**src/rtl/sm_uart_rx.sv**
```systemverilog
// 8N1 serial byte receiver with a mid-bit sampler and a one-entry valid/ready output register.
// Define SM_UART_RX_PARITY_EN to add one even-parity bit between the data bits and the stop bit.
module sm_uart_rx #(
   parameter int CLKS_PER_BIT = 868,
   parameter int SYNC_STAGES  = 2
) (
   input  logic       clk,
   input  logic       rst,
   input  logic       uart_rx,
   output logic [7:0] rx_data,
   output logic       rx_valid,
   input  logic       rx_ready,
   output logic       frame_err,
   output logic       overrun,
   output logic       busy
);

   typedef enum logic [2:0] {
      ST_IDLE   = 3'd0,
      ST_START  = 3'd1,
      ST_DATA   = 3'd2,
`ifdef SM_UART_RX_PARITY_EN
      ST_PARITY = 3'd3,
`endif
      ST_STOP   = 3'd4
   } state_t;

   localparam logic [15:0] HALF_RELOAD = 16'(CLKS_PER_BIT / 2 - 1);
   localparam logic [15:0] FULL_RELOAD = 16'(CLKS_PER_BIT - 1);

`ifdef SM_UART_RX_PARITY_EN
   function automatic logic even_parity(input logic [7:0] d);
      return ^d;
   endfunction
`endif

   logic [SYNC_STAGES-1:0] sync_r;
   logic                   rxs_s;

   state_t      state_r, state_next_s;
   logic [15:0] cnt_r, cnt_next_s;
   logic [2:0]  idx_r, idx_next_s;
   logic [7:0]  shift_r, shift_next_s;
   logic        armed_r, armed_next_s;
   logic        complete_s;
   logic        ferr_s;
`ifdef SM_UART_RX_PARITY_EN
   logic        par_err_r, par_err_next_s;
`endif

   logic [7:0]  rx_data_r;
   logic        rx_valid_r;
   logic        frame_err_r;
   logic        overrun_r;
   logic        busy_r;

   assign rxs_s = sync_r[SYNC_STAGES-1];

   // Input synchroniser; all stages reset to the idle (high) line level.
   always_ff @(posedge clk or posedge rst) begin
      if (rst) begin
         sync_r <= {SYNC_STAGES{1'b1}};
      end else begin
         sync_r <= {sync_r[SYNC_STAGES-2:0], uart_rx};
      end
   end

   // Frame state register: state, baud counter, bit index, shift register.
   always_ff @(posedge clk or posedge rst) begin
      if (rst) begin
         state_r   <= ST_IDLE;
         cnt_r     <= 16'd0;
         idx_r     <= 3'd0;
         shift_r   <= 8'd0;
         armed_r   <= 1'b0;
`ifdef SM_UART_RX_PARITY_EN
         par_err_r <= 1'b0;
`endif
      end else begin
         state_r   <= state_next_s;
         cnt_r     <= cnt_next_s;
         idx_r     <= idx_next_s;
         shift_r   <= shift_next_s;
         armed_r   <= armed_next_s;
`ifdef SM_UART_RX_PARITY_EN
         par_err_r <= par_err_next_s;
`endif
      end
   end

   // Next-state logic; armed_r blocks a new start until the line has been seen high (break guard).
   always_comb begin
      state_next_s   = state_r;
      cnt_next_s     = cnt_r;
      idx_next_s     = idx_r;
      shift_next_s   = shift_r;
      armed_next_s   = armed_r;
      complete_s     = 1'b0;
      ferr_s         = 1'b0;
`ifdef SM_UART_RX_PARITY_EN
      par_err_next_s = par_err_r;
`endif
      case (state_r)
         ST_IDLE: begin
            if (rxs_s) begin
               armed_next_s = 1'b1;
            end else if (armed_r) begin
               state_next_s = ST_START;
               cnt_next_s   = HALF_RELOAD;
            end else begin
               armed_next_s = 1'b0;
            end
         end
         ST_START: begin
            if (cnt_r != 16'd0) begin
               cnt_next_s = cnt_r - 16'd1;
            end else if (!rxs_s) begin
               state_next_s = ST_DATA;
               idx_next_s   = 3'd0;
               cnt_next_s   = FULL_RELOAD;
            end else begin
               state_next_s = ST_IDLE;
            end
         end
         ST_DATA: begin
            if (cnt_r != 16'd0) begin
               cnt_next_s = cnt_r - 16'd1;
            end else begin
               shift_next_s[idx_r] = rxs_s;
               cnt_next_s          = FULL_RELOAD;
               if (idx_r == 3'd7) begin
                  idx_next_s = 3'd0;
`ifdef SM_UART_RX_PARITY_EN
                  state_next_s = ST_PARITY;
`else
                  state_next_s = ST_STOP;
`endif
               end else begin
                  idx_next_s = idx_r + 3'd1;
               end
            end
         end
`ifdef SM_UART_RX_PARITY_EN
         ST_PARITY: begin
            if (cnt_r != 16'd0) begin
               cnt_next_s = cnt_r - 16'd1;
            end else begin
               par_err_next_s = (rxs_s != even_parity(shift_r));
               cnt_next_s     = FULL_RELOAD;
               state_next_s   = ST_STOP;
            end
         end
`endif
         ST_STOP: begin
            if (cnt_r != 16'd0) begin
               cnt_next_s = cnt_r - 16'd1;
            end else begin
               state_next_s = ST_IDLE;
               if (!rxs_s) begin
                  ferr_s       = 1'b1;
                  armed_next_s = 1'b0;
`ifdef SM_UART_RX_PARITY_EN
               end else if (par_err_r) begin
                  ferr_s = 1'b1;
`endif
               end else begin
                  complete_s = 1'b1;
               end
            end
         end
         default: begin
            state_next_s = ST_IDLE;
            cnt_next_s   = 16'd0;
            idx_next_s   = 3'd0;
         end
      endcase
   end

   // Output register: new byte beats a same-cycle handshake; overrun is sticky until reset.
   always_ff @(posedge clk or posedge rst) begin
      if (rst) begin
         rx_data_r   <= 8'd0;
         rx_valid_r  <= 1'b0;
         frame_err_r <= 1'b0;
         overrun_r   <= 1'b0;
         busy_r      <= 1'b0;
      end else begin
         frame_err_r <= ferr_s;
         busy_r      <= (state_next_s != ST_IDLE);
         if (complete_s) begin
            rx_data_r  <= shift_r;
            rx_valid_r <= 1'b1;
            if (rx_valid_r && !rx_ready) begin
               overrun_r <= 1'b1;
            end
         end else if (rx_valid_r && rx_ready) begin
            rx_valid_r <= 1'b0;
         end
      end
   end

   assign rx_data   = rx_data_r;
   assign rx_valid  = rx_valid_r;
   assign frame_err = frame_err_r;
   assign overrun   = overrun_r;
   assign busy      = busy_r;

endmodule

```
**config.mk**
```make
export PLATFORM = sky130hd
export DESIGN_NAME = sm_uart_rx
export DESIGN_NICKNAME = d
export VERILOG_FILES = /design/src/rtl/sm_uart_rx.sv
export SDC_FILE = /design/constraint.sdc
export NUM_CORES = 1
export LEC_CHECK = 0
export CAP_MARGIN = 20
export CORE_MARGIN = 3
export CORE_UTILIZATION = 60
export CTS_CLUSTER_SIZE = 12
export DETAILED_ROUTE_END_ITERATION = 12
export DONT_BUFFER_PORTS = 1
export PLACE_DENSITY = 0.76
export SYNTH_ARGS = -nofsm -noshare
export SYNTH_HDL_FRONTEND = slang
export SYNTH_SLANG_ARGS = --single-unit
```
**constraint.sdc**
```tcl
create_clock -name clk -period 2.4 [get_ports clk]
set_input_delay 0.36 -clock clk [delete_from_list [all_inputs] [get_ports clk]]
set_output_delay 0.36 -clock clk [all_outputs]
set_load 0.01 [all_outputs]
```
== Yosys cells after proc, flatten, opt, wreduce, memory -nomap -nowiden ==
Cells that the tools add are included.
Word-level totals
  flip-flop bits (word level): 45
  input bits: 4
  word-level logic and storage cells: 81
Operators by class
  add/subtract/negate cells: 2
  order comparisons: 2
  equal/unequal tests: 13
  muxes and demuxes: 36
  bitwise operators: 2
  reduce and logical (&&, ||, !) cells: 15
Operators by type and width (number)
  two-way mux 16 bit: 6
  one-hot mux 16 bit (4 select lines): 1
  two-way mux 3 bit: 10
  != test 2 bit, second input constant: 8
  nonzero test 16 bit: 1
  subtractor 16 x 1 -> 16 bit, second input constant: 1
  two-way mux 1 bit: 13
  one-hot mux 3 bit (4 select lines): 1
  one-hot mux 3 bit (3 select lines): 1
  bitwise mux 8 bit: 1
  AND reduction 4 bit: 2
  == test 3 bit, second input constant: 2
  < comparator 3 x 4 -> 1 bit, second input constant: 1
  AND reduction 2 bit: 2
  nonzero test 2 bit: 2
  adder 3 x 1 -> 3 bit, second input constant: 1
  demux 1 bit (select 3 bit): 1
  == test 3 x 1 -> 1 bit, second input constant: 1
  == test 3 x 2 -> 1 bit, second input constant: 1
  >= comparator 3 x 1 -> 1 bit, second input constant: 1
  logical AND 1 bit: 3
  logical NOT 3 bit: 1
  != test 3 bit, second input constant: 1
  AND reduction 3 bit: 1
  6 further kinds: 7

== Logic depth before layout (Yosys ltp) ==
Gate-level depths: netlist of run 1.
  depth in word-level cells: 5
  depth in mapped cells: 8

== Least setup slack after synthesis of run 1 ==
OpenSTA, ideal clock, no wires.
  kind: flip-flop to flip-flop
  start point: register cnt_r[4]
  end point: register cnt_r[15]
  data arrival time: 1.870 ns
  required time: 2.279 ns
  path slack: 0.409 ns
  stages on the path, launching flop included: 7
  path buffers: 1
  period minus slack after synthesis: 1.991 ns
  cells stage by stage: dfrtp_1 > buf_6 > or4_4 > nor4_4 > nand3_1 > a21o_1 > a22o_1
Between the ends
  longest elaborated chain between the ends: 3
Ends and longest elaborated chain
  start: declaration: RTL line 41  | logic [15:0] cnt_r, cnt_next_s;
  start signal: assignment: RTL line 81  | cnt_r <= cnt_next_s;
  subtractor 16 x 1 -> 16 bit or nonzero test 16 bit (tied branches)
  two-way mux 16 bit, or another cell as far along: RTL line 155  | if (cnt_r != 16'd0) begin
  one-hot mux 16 bit (4 select lines) or AND reduction 4 bit (tied branches)
Several ways; a longest one is shown, not always the timed one. The select of a mux whose other input is x is not followed.
A chain may end at the register's enable or synchronous reset.

== Worst setup path in the final report of run 1 ==
  start point: register cnt_r[0]
  end point: register cnt_r[14]
The elaborated chain is that of the path after synthesis.

==> qor.json, run 1 <==
{
  "synth": {
    "post_synth.cell_area_avg_um2": 10.36,
    "post_synth_instance_area_mm2": 0.002476,
    "synthesis.yosys.warnings": 0,
    "ys_async_sr_fraction": 1.000,
    "postSynthCellCount": 239,
    "yosys.area.top_type_share": 0.4346,
    "netlist-cell-type-count": 51,
    "mappedNetlistNets": 247,
    "synth_flop_cell": "sky130_fd_sc_hd__dfrtp_1",
    "post-synth-top-count-cell": "sky130_fd_sc_hd__dfrtp_1",
    "number_of_flops_mapped_to_enable_cells_by_yosys": 0,
    "top_post_synthesis_cells_by_area": "sky130_fd_sc_hd__dfrtp_1, sky130_fd_sc_hd__mux2_2, sky130_fd_sc_hd__nor2_1, sky130_fd_sc_hd__nor4_4, sky130_fd_sc_hd__o21ai_0",
    "synthTopCellsByCount": "sky130_fd_sc_hd__dfrtp_1, sky130_fd_sc_hd__nor2_1, sky130_fd_sc_hd__mux2_2",
    "seq_area_frac_synth": 0.4558,
    "synth.ff_latch_count": 45,
    "library_cell_occupying_the_most_area_in_the_post_synthesis_netlist": "sky130_fd_sc_hd__dfrtp_1"
  },
  "die": {
    "effective_utilization_at_floorplan": 0.6472,
    "fp.dieH_um": 70.24,
    "fp.coreArea_mm2": 0.003826,
    "die_w_um": 70.24,
    "design.die.area_mm2": 0.004934,
    "design.portCount": 16,
    "row_count": 22
  },
  "grt": {
    "number_of_global_route_vias_before_repair": 1953,
    "globalRoute.totalOverflow": 0,
    "total_routing_usage_reported_by_global_routing": 0.2329,
    "grt_first_pass_wirelength_mm": 9.335,
    "largest_net_degree_at_the_start_of_global_routing": 46,
    "number_of_antenna_violations_at_the_first_check_in_global_routing": 0
  },
  "timing": {
    "final-max-slew-violation-count": 0,
    "setup_viol": 0,
    "fin_ws_ns": 0.1683,
    "fin_crit_sh": 0.9299,
    "grt_setup_unrepaired": "false",
    "hold_violations": 0,
    "final_period_minus_worst_setup_slack_ns": 2.232,
    "clock-skew-final_ns": 0.01026,
    "max_freq_mhz": 448.1,
    "tns_ns": 0,
    "slew_of_the_pin_with_the_lowest_slew_margin_ns": 0.9095,
    "maxSlewHeadroom": 0.3928
  },
  "layout": {
    "drive_gt1_frac": 0.2254,
    "filler_cell_count": 289,
    "n_antenna_cell": 0,
    "finish.net_count": 251,
    "area_growth_syn_to_layout_pct": 6.720
  },
  "cts": {
    "tritoncts_num_sinks": 45,
    "clock_tree.htree_level_count": 2,
    "tritoncts": "built",
    "ctsRootBufferMaster": "sky130_fd_sc_hd__clkbuf_8",
    "clk_path_buf_depth": 2,
    "clk_latency_ns": 0.29,
    "cts.reportedPaths.clkPinSlew_ns": 0.08,
    "cts_inserted_buffers": 5
  },
  "run_status": {
    "status": "finished, final reports clean"
  },
  "power": {
    "cellPowerDensity_mw_per_mm2": 860.3,
    "cellLeakagePower_uw": 0.001188,
    "ir_worst_vdd_mv": 0.5436
  },
  "placement": {
    "gp_congestion": 0.8313,
    "place_worst_setup_slack_ns": 0.1525,
    "port_buffers": 0,
    "dpl.hpwl_mm": 3.779
  },
  "worst_setup_path": {
    "cpMaxStageDelayCell": "sky130_fd_sc_hd__or3b_2",
    "classification_of_the_worst_setup_path": "flop to flop",
    "peak_per_stage_delay_on_the_critical_path_ns": 0.53,
    "cp.required_ns": 2.60,
    "timing.critical_path.cells": "inv_1 -> ha_1 -> or3b_2 -> nor4_4 -> nand2_1 -> or4_1 -> o21ai_0",
    "timing.critical_path.fanout_max": 6,
    "cp-start-kind": "flop",
    "worst_setup_path_end_kind": "flop",
    "ff2ff_path_depth": 7,
    "cp_data_arrival_time_ns": 2.43
  },
  "worst_hold_path": {
    "worst_hold_path.num_cells": 0,
    "hold_path_class": "primary input to flop"
  },
  "drt": {
    "drt_iter0_drc": 144,
    "drt_pre_antenna_iters": 4,
    "vias_per_inst": 6.596,
    "final_antenna_net_count": 0,
    "avgRoutedWirePerCell_um": 18.06,
    "route.final.wire_length_mm": 5.273,
    "drt_drc_violations_left": 0,
    "route.vias.total": 1926
  },
  "flow_run": {
    "timing.max_cap.violations": 0
  }
}
[sequential cells by signal, indices dropped and copies added, names as in the netlist]
name / cells
armed_r: 1
rx_valid: 1
frame_err: 1
sync_r: 2
rx_data: 8
state_r: 3
idx_r: 3
overrun: 1
busy: 1
cnt_r: 16
shift_r: 8
[metrics by stage]
step,hold slack [ns],instance area (µm²),total power (µW),cells,utilization
final,0.05173,2643,2273,292,0.6906
after global routing,0.03208,2643,2428,292,0.6906
after CTS,0.04323,2638,2283,292,0.6893
after detailed placement,0.3517,2541,1796,284,0.6642
after global placement,0.3497,2541,1755,284,0.6642
after floorplan,0.3452,2476,1603,239,-
[per-layer routing]
| layer | vias up | wire [µm] | track usage |
|---|---|---|---|
| met5 | - | 0 | 0 |
| li1 | 886 | - | - |
| met3 | 5 | 247 | 0.03885 |
| met1 | 971 | 2418 | 0.3253 |
| met2 | 64 | 2568 | 0.3773 |
| met4 | 0 | 40 | 0.05745 |
[cells in the final DEF, fill, tap and decap left out, types with 5 or more instances in the layout]
cell type / count
sky130_fd_sc_hd__clkbuf_8: 6
sky130_fd_sc_hd__nand3_1: 5
sky130_fd_sc_hd__a21oi_1: 12
sky130_fd_sc_hd__nor3_1: 9
sky130_fd_sc_hd__or4_1: 5
sky130_fd_sc_hd__inv_1: 6
sky130_fd_sc_hd__dfrtp_1: 43
sky130_fd_sc_hd__mux2_2: 19
sky130_fd_sc_hd__o21ai_0: 14
sky130_fd_sc_hd__a22o_1: 6
sky130_fd_sc_hd__nand2_1: 15
sky130_fd_sc_hd__nor2_1: 23
sky130_fd_sc_hd__buf_4: 9
[final timing paths]
check                      slack, ns         to  startpoint
setup / recovery                0.17  cnt_r[14]    cnt_r[0]
hold / removal                  0.05  sync_r[0]     uart_rx
setup reg to reg                0.17  cnt_r[14]    cnt_r[0]
hold reg to reg                 0.36  sync_r[1]   sync_r[0]
max in group asynchronous       1.68   cnt_r[1]         rst
min in group asynchronous       0.14    overrun         rst
[worst max-delay path: cells and delay by family, from the launching register on]
| family | cells | cell delay [ns] |
|---|---|---|
| AO/OA/AOI/OAI | 1 | 0.11 |
| flip-flops | 1 | 0.45 |
| AND/OR/NAND/NOR | 4 | 1.30 |
| buffers and inverters | 1 | 0.11 |
| adder cells (fa/ha/maj) | 1 | 0.19 |
[repair_timing]
action | CTS | global route
endpoints found under the hold margin | 0 | 0
setup buffers | 0 | 0
endpoints found under the setup margin | 0 | 9
hold buffers | 0 | 0
gates resized for setup | 0 | 2
[cells by family after synthesis]
family / synth area share
DFF: 0.4558
xor gates and xnor gates: 0.003538
adders and majority gates: 0.02021
muxes: 0.09045
and+or+nand+nor: 0.2390
buffers and inverters: 0.03588
AOI/OAI and AO/OA: 0.1551
[cell type report]
cell class              count  area, µm²  share of cell area
flip-flops and latches     45       1129              0.4271
inverters                   7      26.28            0.009943
well taps                  48      60.06             0.02273
clock inverters             2      13.76            0.005208
clock buffers               6      82.58             0.03125
multi-input cells         175       1264              0.4782
repair buffers              9      67.56             0.02557
[where the power goes]
group	switching [µW]	total (µW)	internal [µW]	leakage, µW
Sequential	199	1070	874	0.000588
Combinational	387	719	332	0.000548
Clock	248	481	233	0.0000512
Total	834	2270	1440	0.00119
Power figures use the tool's default switching activity.
==> inputs of run 2 (changes only) <==
--- a/config.mk
+++ b/config.mk
@@ -5,13 +5,14 @@
 export SDC_FILE = /design/constraint.sdc
 export NUM_CORES = 1
 export LEC_CHECK = 0
+export ABC_AREA = 1
 export CAP_MARGIN = 20
 export CORE_MARGIN = 3
 export CORE_UTILIZATION = 60
 export CTS_CLUSTER_SIZE = 12
 export DETAILED_ROUTE_END_ITERATION = 12
 export DONT_BUFFER_PORTS = 1
-export PLACE_DENSITY = 0.76
+export PLACE_DENSITY = 0.73
 export SYNTH_ARGS = -nofsm -noshare
 export SYNTH_HDL_FRONTEND = slang
 export SYNTH_SLANG_ARGS = --single-unit
==> qor.json, run 2 <==
{
  "timing": {
    "final_period_minus_worst_setup_slack": {"value": 1.892, "unit": "ns", "change": "-0.3401 ns"},
    "hold_violations": {"value": 0, "change": "unchanged"},
    "grt_setup_unrepaired": "false",
    "fin_ws": {"value": 0.5083, "unit": "ns", "change": "+0.3401 ns"},
    "slew_of_the_pin_with_the_lowest_slew_margin": {"value": 0.8948, "unit": "ns", "change": "-0.01468 ns"},
    "clock-skew-final": {"value": 0.008921, "unit": "ns", "change": "-0.001339 ns"},
    "fin_crit_sh": {"value": 0.7882, "change": "-0.1417"},
    "max_freq": {"value": 528.6, "unit": "MHz", "change": "+18%"},
    "final-max-slew-violation-count": {"value": 0, "change": "unchanged"},
    "maxSlewHeadroom": {"value": 0.4026, "change": "+0.009804"},
    "tns": {"value": 0, "unit": "ns", "change": "unchanged"},
    "setup_viol": {"value": 0, "change": "unchanged"}
  },
  "placement": {
    "place_inst": {"value": 364, "change": "+28%"},
    "gp_congestion": {"value": 0.8820, "change": "+6.1%"},
    "port_buffers": {"value": 0, "change": "unchanged"},
    "dpl.hpwl": {"value": 3.440, "unit": "mm", "change": "-9.0%"},
    "place_worst_setup_slack": {"value": 0.5416, "unit": "ns", "change": "+0.3891 ns"},
    "placedInstanceArea": {"value": 0.002521, "unit": "mm²", "change": "-0.79%"}
  },
  "cts": {
    "cts_inserted_buffers": {"value": 5, "change": "unchanged"},
    "cts.repair_timing.setup_buffer_count": {"value": 0, "change": "unchanged"},
    "cts_repair_resize_count": {"value": 0, "change": "unchanged"},
    "cts.reportedPaths.clkPinSlew": {"value": 0.08, "unit": "ns", "change": "about the same"},
    "clk_latency": {"value": 0.30, "unit": "ns", "change": "about the same"},
    "cts-hold-fix-buffers": {"value": 0, "change": "unchanged"},
    "clk_path_buf_depth": {"value": 2, "change": "unchanged"},
    "ctsRootBufferMaster": "sky130_fd_sc_hd__clkbuf_8",
    "clock_tree.htree_level_count": {"value": 2, "change": "unchanged"},
    "tritoncts": "built",
    "tritoncts_num_sinks": {"value": 45, "change": "unchanged"}
  },
  "power": {
    "power.sequential.fraction": {"value": 0.394, "change": "-0.078"},
    "cellLeakagePower": {"value": 0.001331, "unit": "µW", "change": "+12%"},
    "p_switching": {"value": 1075, "unit": "µW", "change": "+29%"},
    "internal_power": {"value": 1563, "unit": "µW", "change": "+8.6%"},
    "ir_worst_vdd": {"value": 0.6339, "unit": "mV", "change": "+17%"},
    "sw_frac_of_total": {"value": 0.4074, "change": "+0.04074"},
    "fin_total_pwr": {"value": 2638, "unit": "µW", "change": "+16%"},
    "combinationalPowerShare": {"value": 0.384, "change": "+0.068"},
    "cellPowerDensity": {"value": 999.1, "unit": "mW/mm²", "change": "+16%"},
    "power.share.clock": {"value": 0.222, "change": "+0.010"}
  },
  "synth": {
    "ys_async_sr_fraction": {"value": 1.000, "change": "unchanged"},
    "library_cell_occupying_the_most_area_in_the_post_synthesis_netlist": "sky130_fd_sc_hd__dfrtp_1",
    "postSynthCellCount": {"value": 320, "change": "+34%"},
    "post_synth.cell_area_avg": {"value": 7.797, "unit": "µm²", "change": "-25%"},
    "post-synth-top-count-cell": "sky130_fd_sc_hd__nand2_1",
    "synth.ff_latch_count": {"value": 45, "change": "unchanged"},
    "yosys.area.top_type_share": {"value": 0.4313, "change": "-0.003269"},
    "synthTopCellsByCount": "sky130_fd_sc_hd__nand2_1, sky130_fd_sc_hd__inv_1, sky130_fd_sc_hd__dfrtp_1",
    "synth_flop_cell": "sky130_fd_sc_hd__dfrtp_1",
    "top_post_synthesis_cells_by_area": "sky130_fd_sc_hd__dfrtp_1, sky130_fd_sc_hd__nand2_1, sky130_fd_sc_hd__inv_1, sky130_fd_sc_hd__nand3_1, sky130_fd_sc_hd__nor2_1",
    "number_of_flops_mapped_to_enable_cells_by_yosys": {"value": 0, "change": "unchanged"},
    "netlist-cell-type-count": {"value": 30, "change": "-41%"},
    "mappedNetlistNets": {"value": 328, "change": "+33%"},
    "seq_area_frac_synth": {"value": 0.4524, "change": "-0.003429"},
    "synthesis.yosys.warnings": {"value": 0, "change": "unchanged"},
    "post_synth_instance_area": {"value": 0.002495, "unit": "mm²", "change": "+0.76%"}
  },
  "layout": {
    "final-instance-count-excl-fill": {"value": 372, "change": "+27%"},
    "area_growth_syn_to_layout_pct": 5.817,
    "mostFrequentLayoutCells": "sky130_fd_sc_hd__nand2_1, sky130_fd_sc_hd__inv_1, sky130_fd_sc_hd__dfrtp_1, sky130_fd_sc_hd__nor2_1, sky130_fd_sc_hd__nand3_1",
    "largest_register_ff_count": {"value": 16, "change": "unchanged"},
    "final_area": {"value": 0.002640, "unit": "mm²", "change": "about the same"},
    "n_antenna_cell": {"value": 0, "change": "unchanged"},
    "final-seq-area": {"value": 0.001129, "unit": "mm²", "change": "unchanged"},
    "multi_input_area": {"value": 0.001151, "unit": "mm²", "change": "-8.9%"},
    "drive_gt1_frac": {"value": 0.1389, "change": "-0.08652"},
    "max_flop_register": "cnt_r",
    "finish.net_count": {"value": 331, "change": "+32%"},
    "most_common_library_cell_in_the_layout_ignoring_fill_and_taps": "sky130_fd_sc_hd__nand2_1",
    "filler_cell_count": {"value": 321, "change": "+11%"}
  },
  "worst_hold_path": {
    "hold_path.startpoint": "uart_rx",
    "hold_path_class": "primary input to flop",
    "worst_hold_path.num_cells": {"value": 0, "change": "unchanged"},
    "worst_hold_path.endpoint": "sync_r[0]"
  },
  "drt": {
    "vias_per_inst": {"value": 5.237, "change": "-21%"},
    "drt_pre_antenna_iters": {"value": 4, "change": "unchanged"},
    "drt_iter0_drc": {"value": 127, "change": "-12%"},
    "route.final.wire_length": {"value": 4.562, "unit": "mm", "change": "-13%"},
    "route.vias.total": {"value": 1948, "change": "+1.1%"},
    "final_antenna_net_count": {"value": 0, "change": "unchanged"},
    "drt_drc_violations_left": {"value": 0, "change": "unchanged"},
    "avgRoutedWirePerCell": {"value": 12.26, "unit": "µm", "change": "-32%"}
  },
  "worst_setup_path": {
    "worst_setup_path_end_kind": "flop",
    "cp-start-kind": "flop",
    "timing.critical_path.cells": "inv_1 -> ha_1 -> nand3_1 -> nor2_2 -> nand3_2 -> nand2_4 -> inv_2 -> nand2_1 -> o21ai_1",
    "cp_data_arrival_time": {"value": 2.09, "unit": "ns", "change": "-0.34 ns"},
    "cp.required": {"value": 2.59, "unit": "ns", "change": "about the same"},
    "worst_r2r_endpoint": "cnt_r[1]",
    "crit_family": "simple AND/OR/NAND/NOR gates",
    "worstPathBufferInverterCount": {"value": 2, "change": "+1"},
    "cpMaxStageDelayCell": "sky130_fd_sc_hd__dfrtp_1",
    "ff2ff_path_depth": {"value": 9, "change": "+2"},
    "classification_of_the_worst_setup_path": "flop to flop",
    "peak_per_stage_delay_on_the_critical_path": {"value": 0.40, "unit": "ns", "change": "-0.13 ns"},
    "r2r-start": "cnt_r[0]",
    "timing.critical_path.fanout_max": {"value": 11, "change": "+5"},
    "worst-r2r-setup-slack": {"value": 0.51, "unit": "ns", "change": "+0.34 ns"}
  },
  "die": {
    "design.portCount": {"value": 16, "change": "unchanged"},
    "fp.coreArea": {"value": 0.003826, "unit": "mm²", "change": "unchanged"},
    "fp.dieH": {"value": 70.49, "unit": "µm", "change": "+0.35%"},
    "row_count": {"value": 22, "change": "unchanged"},
    "effective_utilization_at_floorplan": {"value": 0.6521, "change": "+0.004905"},
    "design.die.area": {"value": 0.004968, "unit": "mm²", "change": "+0.70%"},
    "die_w": {"value": 70.49, "unit": "µm", "change": "+0.35%"}
  },
  "grt": {
    "total_routing_usage_reported_by_global_routing": {"value": 0.2035, "change": "-0.02941"},
    "globalRoute.totalOverflow": {"value": 0, "change": "unchanged"},
    "number_of_antenna_violations_at_the_first_check_in_global_routing": {"value": 0, "change": "unchanged"},
    "number_of_global_route_vias_before_repair": {"value": 1797, "change": "-8.0%"},
    "grt_first_pass_wirelength": {"value": 8.231, "unit": "mm", "change": "-12%"},
    "largest_net_degree_at_the_start_of_global_routing": {"value": 46, "change": "unchanged"}
  },
  "run_status": {
    "status": "finished, final reports clean"
  },
  "flow_run": {
    "timing.max_cap.violations": {"value": 0, "change": "unchanged"}
  }
}
run 2: per-layer routing:
metal	GRT usage	wire, µm	vias up
li1	-	-	1016
met1	0.3014	2286	880
met2	0.3025	1988	45
met3	0.04892	238	7
met4	0.04255	47	0
met5	0	0	-
run 2: kinds of logic after synthesis:
logic type	count (synthesis)	synth area share
DFF	45	0.4524
and+or+nand+nor	181	0.3360
xor gates and xnor gates	3	0.01053
buffers and inverters	51	0.08626
adders and majority gates	4	0.02006
AOI/OAI and AO/OA	36	0.09479
run 2: cell type report:
cell class	instances	area share
clock buffer	5	0.02607
clock inverter	3	0.01896
inverter	47	0.06872
multi-input combinational	224	0.4360
sequential	45	0.4275
tap	48	0.02275
run 2: worst max path at each step:
| stage | from | end | slack (ns) | cells past startpoint |
|---|---|---|---|---|
| 3_3_place_gp | cnt_r[0] | cnt_r[1] | 0.58 | 9 |
| 2_1_floorplan | cnt_r[0] | cnt_r[12] | 0.89 | 10 |
| 4_1_cts | cnt_r[0] | cnt_r[4] | 0.51 | 9 |
| 5_1_grt | sync_r[1] | cnt_r[5] | 0.31 | 8 |
| 3_5_place_dp | cnt_r[0] | cnt_r[4] | 0.54 | 9 |
| 6_report | cnt_r[0] | cnt_r[1] | 0.51 | 9 |
run 2: through the flow:
stage | hold slack (ns) | util
3_5_place_dp | 0.3488 | 0.6589
3_3_place_gp | 0.3500 | 0.6589
4_1_cts | 0.03906 | 0.6900
6_report | 0.04897 | 0.6900
5_1_grt | 0.02896 | 0.6900
2_1_floorplan | 0.3452 | -
run 2: power groups by stage:
stage          combinational, µW  clock (µW)  sequential [µW]
2_1_floorplan                835           0             1020
3_3_place_gp                 976           0             1050
3_5_place_dp                1010           0             1050
4_1_cts                     1010         604             1040
5_1_grt                     1190         633             1060
6_report                    1010         586             1040
==> inputs of run 3 (changes only) <==
==> constraint.sdc (replaced) <==
create_clock -name clk -period 1.8 [get_ports clk]
set_input_delay 0.27 -clock clk [delete_from_list [all_inputs] [get_ports clk]]
set_output_delay 0.27 -clock clk [all_outputs]
set_load 0.01 [all_outputs]
==> qor.json, run 3 (synthesis gave the netlist of run 2 again) <==
{
  "grt": {
    "grt_util_met2": {"value": 0.3025, "change": "unchanged"},
    "number_of_antenna_violations_at_the_first_check_in_global_routing": {"value": 0, "change": "unchanged"},
    "use_met3": {"value": 0.03165, "change": "-0.01727"},
    "total_routing_usage_reported_by_global_routing": {"value": 0.2005, "change": "-0.003028"},
    "globalRoute.totalOverflow": {"value": 0, "change": "unchanged"},
    "number_of_global_route_vias_before_repair": {"value": 1794, "change": "-0.17%"},
    "grt_first_pass_wirelength": {"value": 8.045, "unit": "mm", "change": "-2.3%"},
    "largest_net_degree_at_the_start_of_global_routing": {"value": 46, "change": "unchanged"},
    "top_usage_layer": "met2",
    "global_route.usage.met1": {"value": 0.2917, "change": "-0.009716"}
  },
  "timing": {
    "clock-skew-final": {"value": 0.006508, "unit": "ns", "change": "-0.002413 ns"},
    "max_freq": {"value": 601.6, "unit": "MHz", "change": "+14%"},
    "slew_of_the_pin_with_the_lowest_slew_margin": {"value": 0.5446, "unit": "ns", "change": "-0.3501 ns"},
    "fin_crit_sh": {"value": 0.9234, "change": "+0.1353"},
    "setup_viol": {"value": 0, "change": "unchanged"},
    "hold_violations": {"value": 27, "change": "+27"},
    "maxSlewHeadroom": {"value": 0.6369, "change": "+0.2343"},
    "final_period_minus_worst_setup_slack": {"value": 1.662, "unit": "ns", "change": "-0.2295 ns"},
    "final-max-slew-violation-count": {"value": 0, "change": "unchanged"},
    "fin_hold_ws": {"value": -0.01887, "unit": "ns", "change": "-0.06783 ns"}
  },
  "worst_setup_path": {
    "cpMaxStageDelayCell": "sky130_fd_sc_hd__dfrtp_1",
    "crit_start": "cnt_r[0]",
    "classification_of_the_worst_setup_path": "flop to flop",
    "cp-start-kind": "flop",
    "cp.required": {"value": 2.04, "unit": "ns", "change": "-0.55 ns"},
    "critical-path-top-cell-by-count": "sky130_fd_sc_hd__nand2_1",
    "peak_per_stage_delay_on_the_critical_path": {"value": 0.38, "unit": "ns", "change": "-0.02 ns"},
    "timing.critical_path.fanout_max": {"value": 6, "change": "-5"},
    "timing.critical_path.cells": "inv_1 -> ha_1 -> nand3_1 -> nor2_4 -> nand2_4 -> clkinv_4 -> nand2_2 -> nand2_1 -> o21ai_0 -> nand2_1",
    "worst_setup_path_end_kind": "flop",
    "r2r-start": "cnt_r[0]",
    "cp_data_arrival_time": {"value": 1.90, "unit": "ns", "change": "-0.19 ns"}
  },
  "die": {
    "fp.coreArea": {"value": 0.003826, "unit": "mm²", "change": "unchanged"},
    "row_count": {"value": 22, "change": "unchanged"},
    "fp.dieH": {"value": 70.49, "unit": "µm", "change": "unchanged"},
    "die_w": {"value": 70.49, "unit": "µm", "change": "unchanged"},
    "design.portCount": {"value": 16, "change": "unchanged"},
    "design.die.area": {"value": 0.004968, "unit": "mm²", "change": "unchanged"},
    "effective_utilization_at_floorplan": {"value": 0.6521, "change": "unchanged"}
  },
  "cts": {
    "cts.reportedPaths.clkPinSlew": {"value": 0.09, "unit": "ns", "change": "about the same"},
    "clock_tree.htree_level_count": {"value": 2, "change": "unchanged"},
    "ctsRootBufferMaster": "sky130_fd_sc_hd__clkbuf_8",
    "clk_latency": {"value": 0.30, "unit": "ns", "change": "about the same"},
    "tritoncts_num_sinks": {"value": 45, "change": "unchanged"},
    "cts_inserted_buffers": {"value": 5, "change": "unchanged"},
    "tritoncts": "built",
    "clk_path_buf_depth": {"value": 2, "change": "unchanged"}
  },
  "run_status": {
    "violated_checks": "negative hold slack",
    "status": "finished with violations"
  },
  "power": {
    "combinationalPowerShare": {"value": 0.414, "change": "+0.030"},
    "p_switching": {"value": 1490, "unit": "µW", "change": "+39%"},
    "sw_frac_of_total": {"value": 0.4309, "change": "+0.02347"},
    "cellLeakagePower": {"value": 0.001345, "unit": "µW", "change": "+1.1%"},
    "power.sequential.fraction": {"value": 0.401, "change": "+0.007"},
    "cellPowerDensity": {"value": 1278, "unit": "mW/mm²", "change": "+28%"},
    "internal_power": {"value": 1968, "unit": "µW", "change": "+26%"},
    "ir_worst_vdd": {"value": 0.9106, "unit": "mV", "change": "+44%"},
    "power.share.clock": {"value": 0.185, "change": "-0.037"}
  },
  "layout": {
    "finish.net_count": {"value": 338, "change": "+2.1%"},
    "most_common_library_cell_in_the_layout_ignoring_fill_and_taps": "sky130_fd_sc_hd__nand2_1",
    "largest_register_ff_count": {"value": 16, "change": "unchanged"},
    "mostFrequentLayoutCells": "sky130_fd_sc_hd__nand2_1, sky130_fd_sc_hd__inv_1, sky130_fd_sc_hd__dfrtp_1, sky130_fd_sc_hd__nor2_1, sky130_fd_sc_hd__nand3_1",
    "final_area": {"value": 0.002705, "unit": "mm²", "change": "+2.5%"},
    "area_growth_syn_to_layout_pct": 8.425,
    "n_antenna_cell": {"value": 0, "change": "unchanged"},
    "final_util": {"value": 0.7070, "change": "+0.01701"},
    "max_flop_register": "cnt_r",
    "drive_gt1_frac": {"value": 0.1631, "change": "+0.02425"}
  },
  "drt": {
    "drt_iter0_drc": {"value": 152, "change": "+20%"},
    "avgRoutedWirePerCell": {"value": 13.00, "unit": "µm", "change": "+6.0%"},
    "drt_drc_violations_left": {"value": 0, "change": "unchanged"},
    "drt_pre_antenna_iters": {"value": 4, "change": "unchanged"},
    "route.vias.total": {"value": 2014, "change": "+3.4%"},
    "vias_per_inst": {"value": 5.314, "change": "+1.5%"},
    "route.final.wire_length": {"value": 4.928, "unit": "mm", "change": "+8.0%"},
    "final_antenna_net_count": {"value": 0, "change": "unchanged"}
  },
  "placement": {
    "gp_congestion": {"value": 0.8891, "change": "+0.80%"},
    "dpl.hpwl": {"value": 3.593, "unit": "mm", "change": "+4.5%"},
    "port_buffers": {"value": 0, "change": "unchanged"},
    "placedInstanceArea": {"value": 0.002559, "unit": "mm²", "change": "+1.5%"}
  },
  "flow_run": {
    "timing.max_cap.violations": {"value": 0, "change": "unchanged"}
  },
  "worst_hold_path": {
    "hold_path_class": "primary input to asynchronous set/reset pin"
  }
}
## run 3: stage by stage
step	hold slack, ns	TNS (ns)	worst slack (ns)	std cells	total power [µW]
floorplan	0.2745	0	0.2946	320	2469
global placement	0.2745	0	0.1269	369	2718
detailed placement	0.2745	0	0.09385	369	2750
CTS	0.004825	0	0.07909	378	3404
global route	0.02328	-0.01960	-0.01283	379	3775
finish	-0.01887	0	0.1378	379	3457
## run 3: power by group through the flow
| stage | Clock [µW] | Sequential [µW] | Combinational [µW] |
|---|---|---|---|
| final | 641 | 1390 | 1430 |
| after floorplan | 0 | 1360 | 1110 |
| after CTS | 663 | 1380 | 1360 |
| after global placement | 0 | 1400 | 1320 |
| after detailed placement | 0 | 1400 | 1350 |
| after global routing | 697 | 1410 | 1670 |
## run 3: what timing repair did
| action | CTS | global route |
|---|---|---|
| hold buffers | 1 | 0 |
| resized for setup | 0 | 8 |
| setup endpoints to repair | 0 | 16 |
| endpoints found under the hold margin | 1 | 0 |
| setup buffers | 0 | 0 |
## run 3: path summary, 6_finish.rpt
check                      slack (ns)        end  cells past startpoint
max                              0.14   cnt_r[5]                     10
min in group clk                 0.21   rx_valid                      3
max reg2reg                      0.14   cnt_r[5]                     10
min reg2reg                      0.36  sync_r[1]                      0
max in group asynchronous        1.43  sync_r[1]                      2
min                             -0.02  cnt_r[10]                      2
## run 3: worst max-delay path: cells and delay by family (launching register included)
kind	cells	cell delay, ns
simple gates	6	0.74
buf+inv	2	0.22
fa+ha+maj	1	0.18
flops	1	0.38
compound gates	1	0.09
## run 3: layout make-up
| type | instances | area [µm²] |
|---|---|---|
| Multi-Input combinational cell | 225 | 1194 |
| Clock buffer | 5 | 68.82 |
| Inverter | 47 | 181.4 |
| Clock inverter | 3 | 25.02 |
| Fill cell | 319 | 1121 |
| Tap cell | 48 | 60.06 |
| Sequential cell | 45 | 1129 |
| Timing Repair Buffer | 6 | 47.55 |
## run 3: routing by layer
layer  share of wire  up-vias
met5               0        -
met1            0.51      937
met3           0.034        6
met4           0.014        0
li1                -     1034
met2            0.44       37
